<file path="src/rtl/down_count_monitor_pkg.sv">
// Shared types and constants for the down-counter monitor: FSM states, step
// classes and the hex 7-segment table.
package down_count_monitor_pkg;

  typedef enum logic [1:0] {
    StIdle  = 2'd0,
    StPrime = 2'd1,
    StTrack = 2'd2,
    StError = 2'd3
  } state_e;

  typedef enum logic [1:0] {
    StepHold = 2'd0,
    StepStep = 2'd1,
    StepWrap = 2'd2,
    StepBad  = 2'd3
  } step_e;

  // {g,f,e,d,c,b,a}, active-high
  localparam logic [6:0] SegTable [16] = '{
    7'h3F, 7'h06, 7'h5B, 7'h4F, 7'h66, 7'h6D, 7'h7D, 7'h07,
    7'h7F, 7'h6F, 7'h77, 7'h7C, 7'h39, 7'h5E, 7'h79, 7'h71
  };

  // 0 -> F is checked before the decrement so it is never classed as a plain step.
  function automatic step_e classify(logic [3:0] prev, logic [3:0] cur);
    logic [3:0] dec;
    dec = prev - 4'd1;
    if (cur == prev) begin
      return StepHold;
    end else if (prev == 4'd0 && cur == 4'hF) begin
      return StepWrap;
    end else if (cur == dec) begin
      return StepStep;
    end else begin
      return StepBad;
    end
  endfunction

endpackage

</file>
<file path="src/rtl/down_count_monitor_if.sv">
// Counter sample inputs and monitor results. master = counter/board side,
// slave = the monitor.
interface down_count_monitor_if #(
  parameter int unsigned WRAP_W = 8
);
  logic              QA;
  logic              QB;
  logic              QC;
  logic              QD;
  logic              clr_err;
  logic [6:0]        seg;
  logic              tc_pulse;
  logic              wrap_pulse;
  logic [WRAP_W-1:0] wrap_cnt;
  logic              step_err;
  logic              valid;

  modport master (
    output QA, QB, QC, QD, clr_err,
    input  seg, tc_pulse, wrap_pulse, wrap_cnt, step_err, valid
  );

  modport slave (
    input  QA, QB, QC, QD, clr_err,
    output seg, tc_pulse, wrap_pulse, wrap_cnt, step_err, valid
  );
endinterface

</file>
<file path="src/rtl/hex_to_seg7.sv">
// Combinational hex digit to 7-segment decoder, optionally inverted for
// common-anode displays.
module hex_to_seg7
  import down_count_monitor_pkg::*;
#(
  parameter bit ACTIVE_LOW = 1'b0
) (
  input  logic [3:0] hex_i,
  output logic [6:0] seg_o
);

  assign seg_o = SegTable[hex_i] ^ {7{ACTIVE_LOW}};

endmodule

</file>
<file path="src/rtl/down_count_monitor.sv">
// Samples a 4-bit down counter, checks each change is a legal decrement, and
// produces terminal-count/wrap pulses, a saturating wrap count and a 7-seg code.
module down_count_monitor
  import down_count_monitor_pkg::*;
#(
  parameter int unsigned WRAP_W         = 8,
  parameter bit          SEG_ACTIVE_LOW = 1'b0
) (
  input  logic                 clk,
  input  logic                 rst,
  down_count_monitor_if.slave  bus_io
);

  state_e            state_q, state_d;
  step_e             step_cls;
  logic [3:0]        cur_q, prev_q;
  logic [6:0]        seg_q, seg_d, seg_dec;
  logic              tc_q, tc_d;
  logic              wrap_q, wrap_d;
  logic              err_q, err_d;
  logic              valid_q, valid_d;
  logic [WRAP_W-1:0] wrap_cnt_q, wrap_cnt_d;

  localparam logic [6:0]        SegReset = {7{SEG_ACTIVE_LOW}};
  localparam logic [WRAP_W-1:0] CntOne   = {{(WRAP_W-1){1'b0}}, 1'b1};

  hex_to_seg7 #(
    .ACTIVE_LOW (SEG_ACTIVE_LOW)
  ) u_hex_to_seg7 (
    .hex_i (cur_q),
    .seg_o (seg_dec)
  );

  assign step_cls = classify(prev_q, cur_q);

  always_comb begin
    state_d    = state_q;
    tc_d       = 1'b0;
    wrap_d     = 1'b0;
    wrap_cnt_d = wrap_cnt_q;
    valid_d    = valid_q;
    seg_d      = (state_q == StIdle) ? seg_q : seg_dec;
    unique case (state_q)
      StIdle: begin
        state_d = StPrime;
        valid_d = 1'b0;
      end
      StPrime: begin
        state_d = StTrack;
        valid_d = 1'b1;
      end
      StTrack: begin
        unique case (step_cls)
          StepStep: tc_d = (cur_q == 4'd0);
          StepWrap: begin
            wrap_d = 1'b1;
            if (wrap_cnt_q != '1) wrap_cnt_d = wrap_cnt_q + CntOne;
          end
          StepBad: begin
            state_d = StError;
            valid_d = 1'b0;
          end
          default: ;
        endcase
      end
      StError: begin
        valid_d = 1'b0;
        if (bus_io.clr_err) state_d = StPrime;
      end
      default: state_d = StIdle;
    endcase
    err_d = (state_d == StError);
  end

  always_ff @(posedge clk or negedge rst) begin
    if (!rst) begin
      state_q    <= StIdle;
      cur_q      <= 4'd0;
      prev_q     <= 4'd0;
      seg_q      <= SegReset;
      tc_q       <= 1'b0;
      wrap_q     <= 1'b0;
      err_q      <= 1'b0;
      valid_q    <= 1'b0;
      wrap_cnt_q <= '0;
    end else begin
      state_q    <= state_d;
      cur_q      <= {bus_io.QD, bus_io.QC, bus_io.QB, bus_io.QA};
      prev_q     <= cur_q;
      seg_q      <= seg_d;
      tc_q       <= tc_d;
      wrap_q     <= wrap_d;
      err_q      <= err_d;
      valid_q    <= valid_d;
      wrap_cnt_q <= wrap_cnt_d;
    end
  end

  assign bus_io.seg        = seg_q;
  assign bus_io.tc_pulse   = tc_q;
  assign bus_io.wrap_pulse = wrap_q;
  assign bus_io.wrap_cnt   = wrap_cnt_q;
  assign bus_io.step_err   = err_q;
  assign bus_io.valid      = valid_q;

endmodule

</file>
<file path="src/flat_wrapper.sv">
// flat-port wrapper written by rule: the top's interface ports become plain ports
module down_count_monitor_flat import down_count_monitor_pkg::*;
#(
  parameter int unsigned WRAP_W         = 8,
  parameter bit          SEG_ACTIVE_LOW = 1'b0
)
  (clk, rst, bus_io_QA, bus_io_QB, bus_io_QC, bus_io_QD, bus_io_clr_err, bus_io_seg, bus_io_tc_pulse, bus_io_wrap_pulse, bus_io_wrap_cnt, bus_io_step_err, bus_io_valid);
  down_count_monitor_if #(.WRAP_W(WRAP_W)) bus_io_i ();
  input  logic clk;
  input  logic rst;
  input wire logic [$bits(bus_io_i.QA)-1:0] bus_io_QA;
  input wire logic [$bits(bus_io_i.QB)-1:0] bus_io_QB;
  input wire logic [$bits(bus_io_i.QC)-1:0] bus_io_QC;
  input wire logic [$bits(bus_io_i.QD)-1:0] bus_io_QD;
  input wire logic [$bits(bus_io_i.clr_err)-1:0] bus_io_clr_err;
  output wire logic [$bits(bus_io_i.seg)-1:0] bus_io_seg;
  output wire logic [$bits(bus_io_i.tc_pulse)-1:0] bus_io_tc_pulse;
  output wire logic [$bits(bus_io_i.wrap_pulse)-1:0] bus_io_wrap_pulse;
  output wire logic [$bits(bus_io_i.wrap_cnt)-1:0] bus_io_wrap_cnt;
  output wire logic [$bits(bus_io_i.step_err)-1:0] bus_io_step_err;
  output wire logic [$bits(bus_io_i.valid)-1:0] bus_io_valid;
  assign bus_io_i.QA = bus_io_QA;
  assign bus_io_i.QB = bus_io_QB;
  assign bus_io_i.QC = bus_io_QC;
  assign bus_io_i.QD = bus_io_QD;
  assign bus_io_i.clr_err = bus_io_clr_err;
  assign bus_io_seg = bus_io_i.seg;
  assign bus_io_tc_pulse = bus_io_i.tc_pulse;
  assign bus_io_wrap_pulse = bus_io_i.wrap_pulse;
  assign bus_io_wrap_cnt = bus_io_i.wrap_cnt;
  assign bus_io_step_err = bus_io_i.step_err;
  assign bus_io_valid = bus_io_i.valid;
  down_count_monitor #(.WRAP_W(WRAP_W), .SEG_ACTIVE_LOW(SEG_ACTIVE_LOW)) u_core (.clk(clk), .rst(rst), .bus_io(bus_io_i));
endmodule
</file>
<file path="config.mk">
export PLATFORM = sky130hd
export DESIGN_NAME = down_count_monitor_flat
export DESIGN_NICKNAME = d
export VERILOG_FILES = /design/src/rtl/down_count_monitor_pkg.sv /design/src/rtl/down_count_monitor_if.sv /design/src/rtl/hex_to_seg7.sv /design/src/rtl/down_count_monitor.sv /design/src/flat_wrapper.sv
export SDC_FILE = /design/constraint.sdc
export NUM_CORES = 1
export LEC_CHECK = 0
export ABC_AREA = 0
export CORE_MARGIN = 2
export CORE_UTILIZATION = 51
export DETAILED_ROUTE_END_ITERATION = 12
export GPL_TIMING_DRIVEN = 0
export PLACE_DENSITY_LB_ADDON = 0.12
export SLEW_MARGIN = 20
export SYNTH_ARGS = -nofsm -noshare
export SYNTH_HDL_FRONTEND = slang
export SYNTH_SLANG_ARGS = --single-unit
</file>
<file path="constraint.sdc">
create_clock -name clk -period 2.61 [get_ports clk]
set_input_delay 0.3915 -clock clk [delete_from_list [all_inputs] [get_ports clk]]
set_output_delay 0.3915 -clock clk [all_outputs]
set_load 0.02 [all_outputs]
</file>
==> results by group <==
Clock tree
  • Skew-Pair Late Insertion Delay: 310 ps
  • Root buffer cell: clkbuf_4
  • Clock buffer count from CTS: 5
  • Clock Sinks: 29
  • Hold buffers post-CTS: 0
  • Cells resized by post-CTS repair: 0
  • Post-CTS Setup Inserts: 0
  • H-tree depth reported by CTS: 2
  • Clock tree from TritonCTS: done
  • Longest Clk Path Bufs: 2
  • Clock-pin slew reported for the worst setup and hold paths after clock tree synthesis: 90 ps

Placement
  • Global placer's final weighted congestion: 0.792
  • Buffers added on ports: 25
  • Placed Area: 1750 µm²
  • Detailed placer's ending HPWL: 2.09 mm

Die
  • Count of pins on the block boundary: 26
  • Starting Density: 53.6%
  • Area inside the core boundary: 2730 µm²
  • Standard-cell row count: 19
  • Height of the die: 57.6 µm
  • Die area: 3320 µm²
  • Horizontal extent of the die: 57.6 µm

Worst setup path
  • Cells on worst reg2reg path: 6
  • Critical path startpoint: u_core.cur_q[1]$_DFF_PN0_
  • Category of the worst setup path launch point: flop
  • R2r setup slk: 410 ps
  • Kind of end point of the critical path: flop
  • Reg-to-reg endpoint: u_core.bus_io.wrap_cnt[1]$_DFFE_PN0P_
  • Critical path arrival: 2400 ps
  • Biggest fanout along the worst timing path: 8
  • Critical path data required time: 2810 ps
  • WS Path Type: flop to flop
  • R2R Path Start: u_core.cur_q[1]$_DFF_PN0_

Synthesis
  • Synthesized net count: 157
  • Top cells by area in the synthesized netlist: dfrtp_1, xor2_1, ha_1
  • Post-synth top area cell: dfrtp_1
  • Register area share after synthesis: 49.5%
  • Distinct cell type count after synthesis: 33
  • Post-Synthesis Mean Instance Area: 10.4 µm²
  • Number of warnings printed during yosys synthesis: 0
  • Top-area cell type share of the netlist area: 49.5%
  • Simple-gate portion of the synthesized area: 19.7%
  • Xor and xnor area share after synthesis: 9.99%
  • Share of synthesized cell area in full adder, half adder and majority cells: 7.69%
  • Fraction of the mapped netlist area in compound gates: 8.20%
  • Post-Synthesis Cell Area: 1470 µm²
  • Count of mapped cells out of synthesis: 141
  • Dominant combinational cell family by area after synthesis: simple AND/OR/NAND/NOR gates
  • #FFs+latches synth: 29
  • Fraction of synthesized area in multiplexers: 2.22%

Timing
  • Relative max-transition margin: 54.1%
  • Count of final max-slew check failures: 0
  • Max Freq: 455 MHz
  • Worst-Margin Slew: 683 ps
  • Setup TNS: 0 ps
  • Final period utilization: 84.2%
  • # setup viols final: 0
  • Skew final: 7.37 ps
  • Period minus WS final: 2200 ps
  • Setup repair after global routing missed its margin: no
  • Hold Violations, Final: 0

Route
  • Antenna violation net count after detailed routing: 0
  • Drt first-iter violations: 14
  • Vias after detailed routing: 1110
  • Ratio of routed vias to standard cells: 5.44
  • DRC errors left: 0
  • WL/cell: 13.5 µm
  • Detailed-route wire length: 2.76 mm
  • First-pass detailed-route iteration total: 4

Job
  • Count of max-cap constraint violations: 0

Pwr
  • IR Drop Worst-Case VDD: 566 µV
  • Power per unit of standard cell area: 655 nW/µm²
  • Leakage power: 0.828 nW

GRT
  • Global route overflow: 0
  • Number of antenna violations at the first check in global routing: 0
  • Tot GR Track Use: 18.3%
  • Largest net degree at the start of global routing: 30
  • Vias in the first global route: 1099
  • Global-route wire length before repair: 4.69 mm

Finish
  • Fillers: 230
  • N_diodes: 0
  • Net count of the finished layout: 189
  • Area of the multi-input gates: 701 µm²
  • Leading cell type in the layout, fill and taps excluded: dfrtp_1
  • Commonest non-fill, non-tap cells in the layout: dfrtp_1, clkdlybuf4s50_1, nand2_1
  • Register area: 726 µm²
  • Layout overhead on the synthesized area: 23.1%
  • Share of final-layout standard cells stronger than drive strength 1: 6.36%
  • Final std cell area, no fill: 1800 µm²

Hold path
  • Class of the tightest hold or removal check: primary input to asynchronous set/reset pin

Status
  • Outcome: completed
-- synth_stat cells --
cell	n
buf_2	1
a211oi_1	1
nand3_1	4
inv_1	6
nand4b_1	1
mux2_2	2
xnor2_1	1
a221oi_1	1
and3_1	1
a21o_1	1
nand4_1	1
nor3b_1	2
nor3_1	5
mux2i_1	1
dfrtp_1	29
xor2_1	13
a32o_1	1
or2_2	1
o32ai_1	2
nor2b_1	3
nand3b_1	1
xor3_1	1
o21ai_0	11
nand2b_1	4
nand2_1	18
nor4_1	6
nor4b_1	1
clkbuf_1	3
o211ai_1	1
ha_1	9
nor2_1	7
or4b_1	1
a31oi_1	1
-- cell families (layout without fill, tap and decap cells) --
logic type      Yosys count  in the layout
compound gates           19             19
xor+xnor                 15             15
fa+ha+maj                 9              9
buf+inv                  10             42
flops                    29             29
mux                       3              3
simple gates             56             56
-- worst max-delay path, stage by stage (launching register included) --
cell     delay, ps
dfrtp_1        540
ha_1           270
nand2_1         80
or4b_1         470
buf_2          180
nor2_1         200
mux2_2         360
-- per-layer routing --
layer | GRT usage, % | part of all wire (%)
met4 | 5.98 | 0.98
met5 | 0 | 0
met3 | 5.22 | 4.3
met1 | 24.2 | 48
met2 | 29.1 | 47
-- flip-flops by register name, summed over array words and instances, names as in the netlist --
| register | cells |
|---|---|
| u_core.cur_q | 4 |
| u_core.bus_io.wrap_pulse | 1 |
| u_core.prev_q | 4 |
| u_core.bus_io.seg | 7 |
| u_core.bus_io.tc_pulse | 1 |
| u_core.state_q | 2 |
| u_core.bus_io.valid | 1 |
| u_core.bus_io.step_err | 1 |
| u_core.bus_io.wrap_cnt | 8 |
-- where the power goes --
group	leakage, nW	internal, mW	switching [mW]
Sequential	0.355	0.518	0.0556
Clock	0.0314	0.127	0.141
Combinational	0.442	0.162	0.178
Total	0.828	0.808	0.374
-- stage by stage --
| stage | util, % | hold WS [ps] | setup WS [ps] | instances | total power [mW] |
|---|---|---|---|---|---|
| floorplan | - | 95.9 | 646 | 141 | 0.767 |
| global placement | 64.2 | 460 | 439 | 197 | 0.914 |
| detailed placement | 64.0 | 446 | 404 | 197 | 0.927 |
| CTS | 66.0 | 103 | 389 | 204 | 1.19 |
| global route | 66.0 | 112 | 269 | 204 | 1.25 |
| finish | 66.0 | 79.5 | 413 | 204 | 1.18 |
-- how the worst max path moves through the flow --
stage,endpoint
after floorplan,u_core.bus_io.wrap_cnt[1]$_DFFE_PN0P_
after detailed placement,u_core.bus_io.wrap_cnt[1]$_DFFE_PN0P_
after CTS,u_core.bus_io.wrap_cnt[1]$_DFFE_PN0P_
after global placement,u_core.bus_io.wrap_cnt[1]$_DFFE_PN0P_
after global routing,u_core.bus_io.wrap_cnt[1]$_DFFE_PN0P_
final,u_core.bus_io.wrap_cnt[1]$_DFFE_PN0P_
-- layout make-up --
cell class / count / area share [%]
Multi-Input combinational cell: 102 / 38.8
Clock buffer: 7 / 3.05
Inverter: 6 / 1.25
Buffer: 4 / 0.902
Sequential cell: 29 / 40.2
Tap cell: 31 / 2.15
Timing Repair Buffer: 25 / 13.6
Note: power is estimated with default switching activity, not from simulation.
